===== src/rtl/pc_gen_pkg.sv =====
// Shared types and constants for the fetch-stage program-counter generator.
package pc_gen_pkg;

    typedef enum logic [1:0] {
        ST_BOOT = 2'd0,
        ST_RUN  = 2'd1,
        ST_HALT = 2'd2
    } pc_state_t;

    localparam int unsigned INSTR_BYTES          = 4;
    localparam logic [31:0] DEFAULT_RESET_VECTOR = 32'h0000_0000;
    localparam logic [31:0] DEFAULT_TRAP_VECTOR  = 32'h0000_0100;

endpackage


===== src/rtl/pc_target_calc.sv =====
// Redirect target arithmetic for pc_gen: branch/JALR targets, redirect
// priority (trap > JALR > branch) and misaligned-target detection.
module pc_target_calc
    import pc_gen_pkg::*;
#(
    parameter int unsigned               ADDRESS_WIDTH = 32,
    parameter logic [ADDRESS_WIDTH-1:0]  TRAP_VECTOR   = ADDRESS_WIDTH'(DEFAULT_TRAP_VECTOR)
) (
    input  logic                     trap_valid,
    input  logic                     jalr_valid,
    input  logic                     branch_taken,
    input  logic [ADDRESS_WIDTH-1:0] ex_pc,
    input  logic [ADDRESS_WIDTH-1:0] branch_imm,
    input  logic [ADDRESS_WIDTH-1:0] jalr_base,
    input  logic [ADDRESS_WIDTH-1:0] jalr_imm,
    output logic                     load,
    output logic [ADDRESS_WIDTH-1:0] load_pc,
    output logic                     misalign,
    output logic [ADDRESS_WIDTH-1:0] raw_target
);

    logic [ADDRESS_WIDTH-1:0] branch_target;
    logic [ADDRESS_WIDTH-1:0] jalr_sum;
    logic [ADDRESS_WIDTH-1:0] jalr_target;

    always_comb begin
        branch_target = ex_pc + branch_imm;
        jalr_sum      = jalr_base + jalr_imm;
        jalr_target   = {jalr_sum[ADDRESS_WIDTH-1:1], 1'b0};

        load       = trap_valid | jalr_valid | branch_taken;
        raw_target = jalr_valid ? jalr_target : branch_target;

        // A trap never has a computed target, so it can never be misaligned.
        misalign = !trap_valid && (jalr_valid || branch_taken) &&
                   (raw_target[1:0] != 2'b00);
        load_pc  = (trap_valid || misalign) ? TRAP_VECTOR : raw_target;
    end

endmodule


===== src/rtl/pc_gen.sv =====
// Fetch-stage program-counter generator: BOOT/RUN/HALT control, PC register,
// fetch handshake, redirect/misalign pulses and accepted-fetch counter.
module pc_gen
    import pc_gen_pkg::*;
#(
    parameter int unsigned               ADDRESS_WIDTH = 32,
    parameter logic [ADDRESS_WIDTH-1:0]  RESET_VECTOR  = ADDRESS_WIDTH'(DEFAULT_RESET_VECTOR),
    parameter logic [ADDRESS_WIDTH-1:0]  TRAP_VECTOR   = ADDRESS_WIDTH'(DEFAULT_TRAP_VECTOR),
    parameter int unsigned               CNT_WIDTH     = 16
) (
    input  logic                     clk,
    input  logic                     rst_n,
    input  logic                     stall,
    input  logic                     fetch_ready,
    input  logic                     branch_taken,
    input  logic [ADDRESS_WIDTH-1:0] ex_pc,
    input  logic [ADDRESS_WIDTH-1:0] branch_imm,
    input  logic                     jalr_valid,
    input  logic [ADDRESS_WIDTH-1:0] jalr_base,
    input  logic [ADDRESS_WIDTH-1:0] jalr_imm,
    input  logic                     trap_valid,
    input  logic                     halt_req,
    input  logic                     resume,
    output logic [ADDRESS_WIDTH-1:0] pc,
    output logic [ADDRESS_WIDTH-1:0] pc_plus4,
    output logic                     fetch_valid,
    output logic                     redirect,
    output logic                     misalign_err,
    output logic [ADDRESS_WIDTH-1:0] err_addr,
    output logic [CNT_WIDTH-1:0]     fetch_count
);

    pc_state_t                state;
    logic                     accept;
    logic                     tgt_load;
    logic                     tgt_misalign;
    logic [ADDRESS_WIDTH-1:0] tgt_pc;
    logic [ADDRESS_WIDTH-1:0] tgt_raw;

    pc_target_calc #(
        .ADDRESS_WIDTH (ADDRESS_WIDTH),
        .TRAP_VECTOR   (TRAP_VECTOR)
    ) u_target (
        .trap_valid   (trap_valid),
        .jalr_valid   (jalr_valid),
        .branch_taken (branch_taken),
        .ex_pc        (ex_pc),
        .branch_imm   (branch_imm),
        .jalr_base    (jalr_base),
        .jalr_imm     (jalr_imm),
        .load         (tgt_load),
        .load_pc      (tgt_pc),
        .misalign     (tgt_misalign),
        .raw_target   (tgt_raw)
    );

    always_comb begin
        pc_plus4 = pc + ADDRESS_WIDTH'(INSTR_BYTES);
        accept   = fetch_valid & fetch_ready & ~stall;
    end

    always_ff @(posedge clk) begin
        if (!rst_n) begin
            state        <= ST_BOOT;
            pc           <= RESET_VECTOR;
            fetch_valid  <= 1'b0;
            redirect     <= 1'b0;
            misalign_err <= 1'b0;
            err_addr     <= '0;
            fetch_count  <= '0;
        end else begin
            redirect     <= 1'b0;
            misalign_err <= 1'b0;
            // fetch_valid is only ever high in RUN, so this never counts elsewhere.
            if (accept)
                fetch_count <= fetch_count + CNT_WIDTH'(1);

            unique case (state)
                ST_BOOT: begin
                    state       <= ST_RUN;
                    fetch_valid <= 1'b1;
                end
                ST_RUN: begin
                    if (tgt_load) begin
                        pc       <= tgt_pc;
                        redirect <= 1'b1;
                        if (tgt_misalign) begin
                            misalign_err <= 1'b1;
                            err_addr     <= tgt_raw;
                        end
                    end else if (accept) begin
                        pc <= pc_plus4;
                    end
                    if (halt_req) begin
                        state       <= ST_HALT;
                        fetch_valid <= 1'b0;
                    end
                end
                ST_HALT: begin
                    if (trap_valid) begin
                        pc       <= TRAP_VECTOR;
                        redirect <= 1'b1;
                    end
                    if (resume && !halt_req) begin
                        state       <= ST_RUN;
                        fetch_valid <= 1'b1;
                    end
                end
                default: begin
                    state       <= ST_BOOT;
                    fetch_valid <= 1'b0;
                end
            endcase
        end
    end

endmodule


===== config.mk =====
export PLATFORM = sky130hd
export DESIGN_NAME = pc_gen
export DESIGN_NICKNAME = d
export VERILOG_FILES = /design/src/rtl/pc_gen_pkg.sv /design/src/rtl/pc_target_calc.sv /design/src/rtl/pc_gen.sv
export SDC_FILE = /design/constraint.sdc
export NUM_CORES = 1
export LEC_CHECK = 0
export ABC_CLOCK_PERIOD_IN_PS = 3300
export CORE_MARGIN = 2
export CORE_UTILIZATION = 48
export DETAILED_ROUTE_END_ITERATION = 6
export GPL_ROUTABILITY_DRIVEN = 0
export PLACE_DENSITY = 0.82
export SLEW_MARGIN = 15
export SYNTH_ARGS = -nofsm -noshare
export SYNTH_HDL_FRONTEND = slang
export SYNTH_SLANG_ARGS = --single-unit

===== constraint.sdc =====
create_clock -name clk -period 3.3 [get_ports clk]
set_input_delay 0.66 -clock clk [delete_from_list [all_inputs] [get_ports clk]]
set_output_delay 0.66 -clock clk [all_outputs]
set_load 0.05 [all_outputs]

==> results.py <==
metrics = {
    "floorplanning": {
        "rows": 47,
        "core_mm2": 0.0165,
        "initial_utilization_pct": 48.7,
        "die_y_um": 133,
        "ioPinCount": 252,
        "die_x_um": 133,
        "die-area_mm2": 0.0178,
    },
    "drt": {
        "highest_layer": "met4",
        "ant_nets": 0,
        "dr_wl_met3_um": 3030,
        "drtIter0Drc": 1102,
        "drc": 0,
        "drt_wl_total_um": 30800,
        "wire_per_inst_um": 18.6,
        "vias_per_cell": 6.05,
        "wl_met1_um": 11800,
        "dr_wl_met2_um": 14300,
        "drtPass1Iterations": 5,
        "dr_total_vias": 10000,
    },
    "cts": {
        "cts_tree": "yes",
        "clockBufferDepth": 2,
        "cts_sinks": 84,
        "cts-buffers-inserted": 9,
        "clk_pin_slew_ns": 0.06,
        "hold_buffers": 0,
        "clockRootBuffer": "clkbuf_16",
        "htree_levels": 3,
        "clkLatencyLatePin_ns": 0.34,
    },
    "synth": {
        "synth_edf_count": 0,
        "ys_ff_latch": 84,
        "synth_area_mm2": 0.00803,
        "synth_area_per_cell_um2": 7.54,
        "synth_ff_type": "dfxtp_1",
        "synthArstFlopShare_pct": 0,
        "synth_warnings": 0,
        "yosysSeqAreaShare_pct": 21.0,
        "synth_fp_nets": 1269,
        "synth_cell_type_count": 86,
        "syn_inst": 1064,
    },
    "global_routing": {
        "gr-usage-all-layers_pct": 33.2,
        "grt_pass1_wl_um": 48100,
        "overflow": 0,
        "grt_max_degree": 42,
        "grt_antenna_before_repair": 0,
        "grt_pass1_vias": 9472,
    },
    "critical_path": {
        "end_kind": "output pin",
        "worstRegToRegCells": 9,
        "crit_end": "pc_plus4[31]",
        "critPathArrivalTime_ns": 2.59,
        "cp-start-kind": "register",
        "critPathKind": "register to output pin",
        "r2r_end": "pc[21]",
        "worstPathRequired_ns": 2.64,
        "r2r-start": "fetch_valid",
        "crit_fanout": 5,
        "rrSetupSlack_ns": 0.46,
        "worstSetupStartpoint": "pc[16]",
    },
    "power": {
        "ir_drop_mv": 0.274,
        "power.density_mw_per_mm2": 366,
        "p_leak_nw": 5.17,
    },
    "timing": {
        "min_period_over_period_pct": 98.4,
        "slew_headroom_pct": 51.2,
        "drv_slew": 0,
        "worst_pin_slew_ns": 0.726,
        "post-route-min-period_ns": 3.25,
        "hold_viol": 0,
        "fmax_mhz": 308,
        "finClkSkew_ns": 0.00877,
        "rsz0062_at_grt": "yes",
        "setup_violations": 0,
        "setup_ws_ns": 0.0527,
    },
    "placement": {
        "hpwlAfterDp_um": 24900,
        "place_ws_ns": -0.428,
        "port_buffers": 251,
    },
    "flow_run": {
        "maxCapViolCount": 0,
    },
    "final_layout": {
        "final_net_count": 1635,
        "postLayoutCoreUtil_pct": 75.4,
        "layout-drive-gt1-share_pct": 18.2,
        "antenna_cells": 0,
        "syn2layout_area_growth_pct": 54.7,
    },
    "run_status": {
        "status": "complete, no violations",
    },
    "min_path": {
        "worst_hold_path_type": "register to register",
    },
}
kinds of logic after synthesis:
group / Yosys count / share of synthesized area (%)
AOI/OAI and AO/OA: 353 / 28.7
muxes: 16 / 2.07
xor gates and xnor gates: 92 / 10.2
and+or+nand+nor: 366 / 22.9
buffers and inverters: 85 / 4.33
adders and majority gates: 68 / 10.8
DFF: 84 / 21.0
critical path, stage by stage (launching register included):
cell and delay (ns):
dfxtp_1 0.41, inv_1 0.12, or4_4 0.62, or2_4 0.29, nor2_4 0.22, nand3_2 0.17, xnor2_4 0.26, buf_12 0.16
per-stage QoR:
| stage | area [um^2] | cells | total power [mW] | hold slack [ns] | TNS, ns |
|---|---|---|---|---|---|
| after global placement | 11900 | 1634 | 3.34 | 0.442 | -4.57 |
| after global routing | 12400 | 1655 | 4.72 | 0.494 | -0.0403 |
| after detailed placement | 11900 | 1634 | 3.38 | 0.456 | -6.56 |
| final | 12400 | 1655 | 4.55 | 0.465 | 0 |
| after CTS | 12300 | 1651 | 4.47 | 0.464 | 0 |
| after floorplan | 8120 | 1064 | 2.40 | 0.496 | -0.0296 |
what timing repair did:
action,in CTS,in global routing
pin swaps,2,6
endpoints found under the hold margin,0,0
buffers inserted,1,4
resized for setup,1,24
setup endpoints to repair,4,26
synthesized netlist by cell type, drive strengths merged (10+ instances only):
cell	instances	area, um^2
o22ai	10	62.6
ha	66	826
o21ai	73	369
a211oi	18	150
a21oi	105	526
o21bai	10	75.1
nor2	107	419
mux2i	11	110
clkbuf	41	154
xnor2	61	549
o21a	11	82.6
a31oi	17	106
xor2	31	272
nand4	22	153
inv	30	113
nand3	46	250
a22oi	18	135
nand2	89	337
a21o	25	188
dfxtp	84	1680
nor3	28	151
and3	18	114
buf	13	77.6
final cells by class:
cell class	instances	area, um^2
inverter	31	116
sequential	84	1680
clock buffer	11	243
multi-input combinational	895	6200
clock inverter	5	82.6
timing repair buffer	409	3810
tap	220	275
fill	1211	4050
power by group:
| part | switching, mW | internal [mW] | total (mW) |
|---|---|---|---|
| sequential | 0.0724 | 1.07 | 1.15 |
| combinational | 1.32 | 0.981 | 2.30 |
| clock | 0.409 | 0.688 | 1.10 |
| total | 1.80 | 2.74 | 4.55 |
routing by layer:
metal | vias to the layer above | GRT usage [%]
met4 | 0 | 17.4
met3 | 129 | 5.14
met2 | 670 | 55.9
met5 | - | 0
li1 | 4665 | -
met1 | 4556 | 41.1
state kept, by name, indices dropped and copies added, names as in the netlist:
name / flops
misalign_err: 1
fetch_valid: 1
state: 1
fetch_count: 16
pc: 32
redirect: 1
err_addr: 32
layout by cell type, fill, tap and decap left out, types with 27 or more instances in the layout:
cell	instances
clkdlybuf4s50_1	227
buf_4	165
nor2_1	104
a21oi_1	101
nand2_1	88
dfxtp_1	82
o21ai_0	65
ha_1	64
xnor2_1	54
nand3_1	41
inv_1	29
xor2_1	27
how the worst min path moves through the flow:
stage           startpoint  cells past startpoint  slack, ns     endpoint
2_1_floorplan     state[1]                      2       0.50     state[1]
3_3_place_gp   err_addr[0]                      2       0.44  err_addr[0]
3_5_place_dp   err_addr[0]                      2       0.46  err_addr[0]
4_1_cts        err_addr[0]                      2       0.46  err_addr[0]
5_1_grt        err_addr[2]                      2       0.49  err_addr[2]
6_report       err_addr[0]                      2       0.47  err_addr[0]
(Power assumes the default switching activity.)
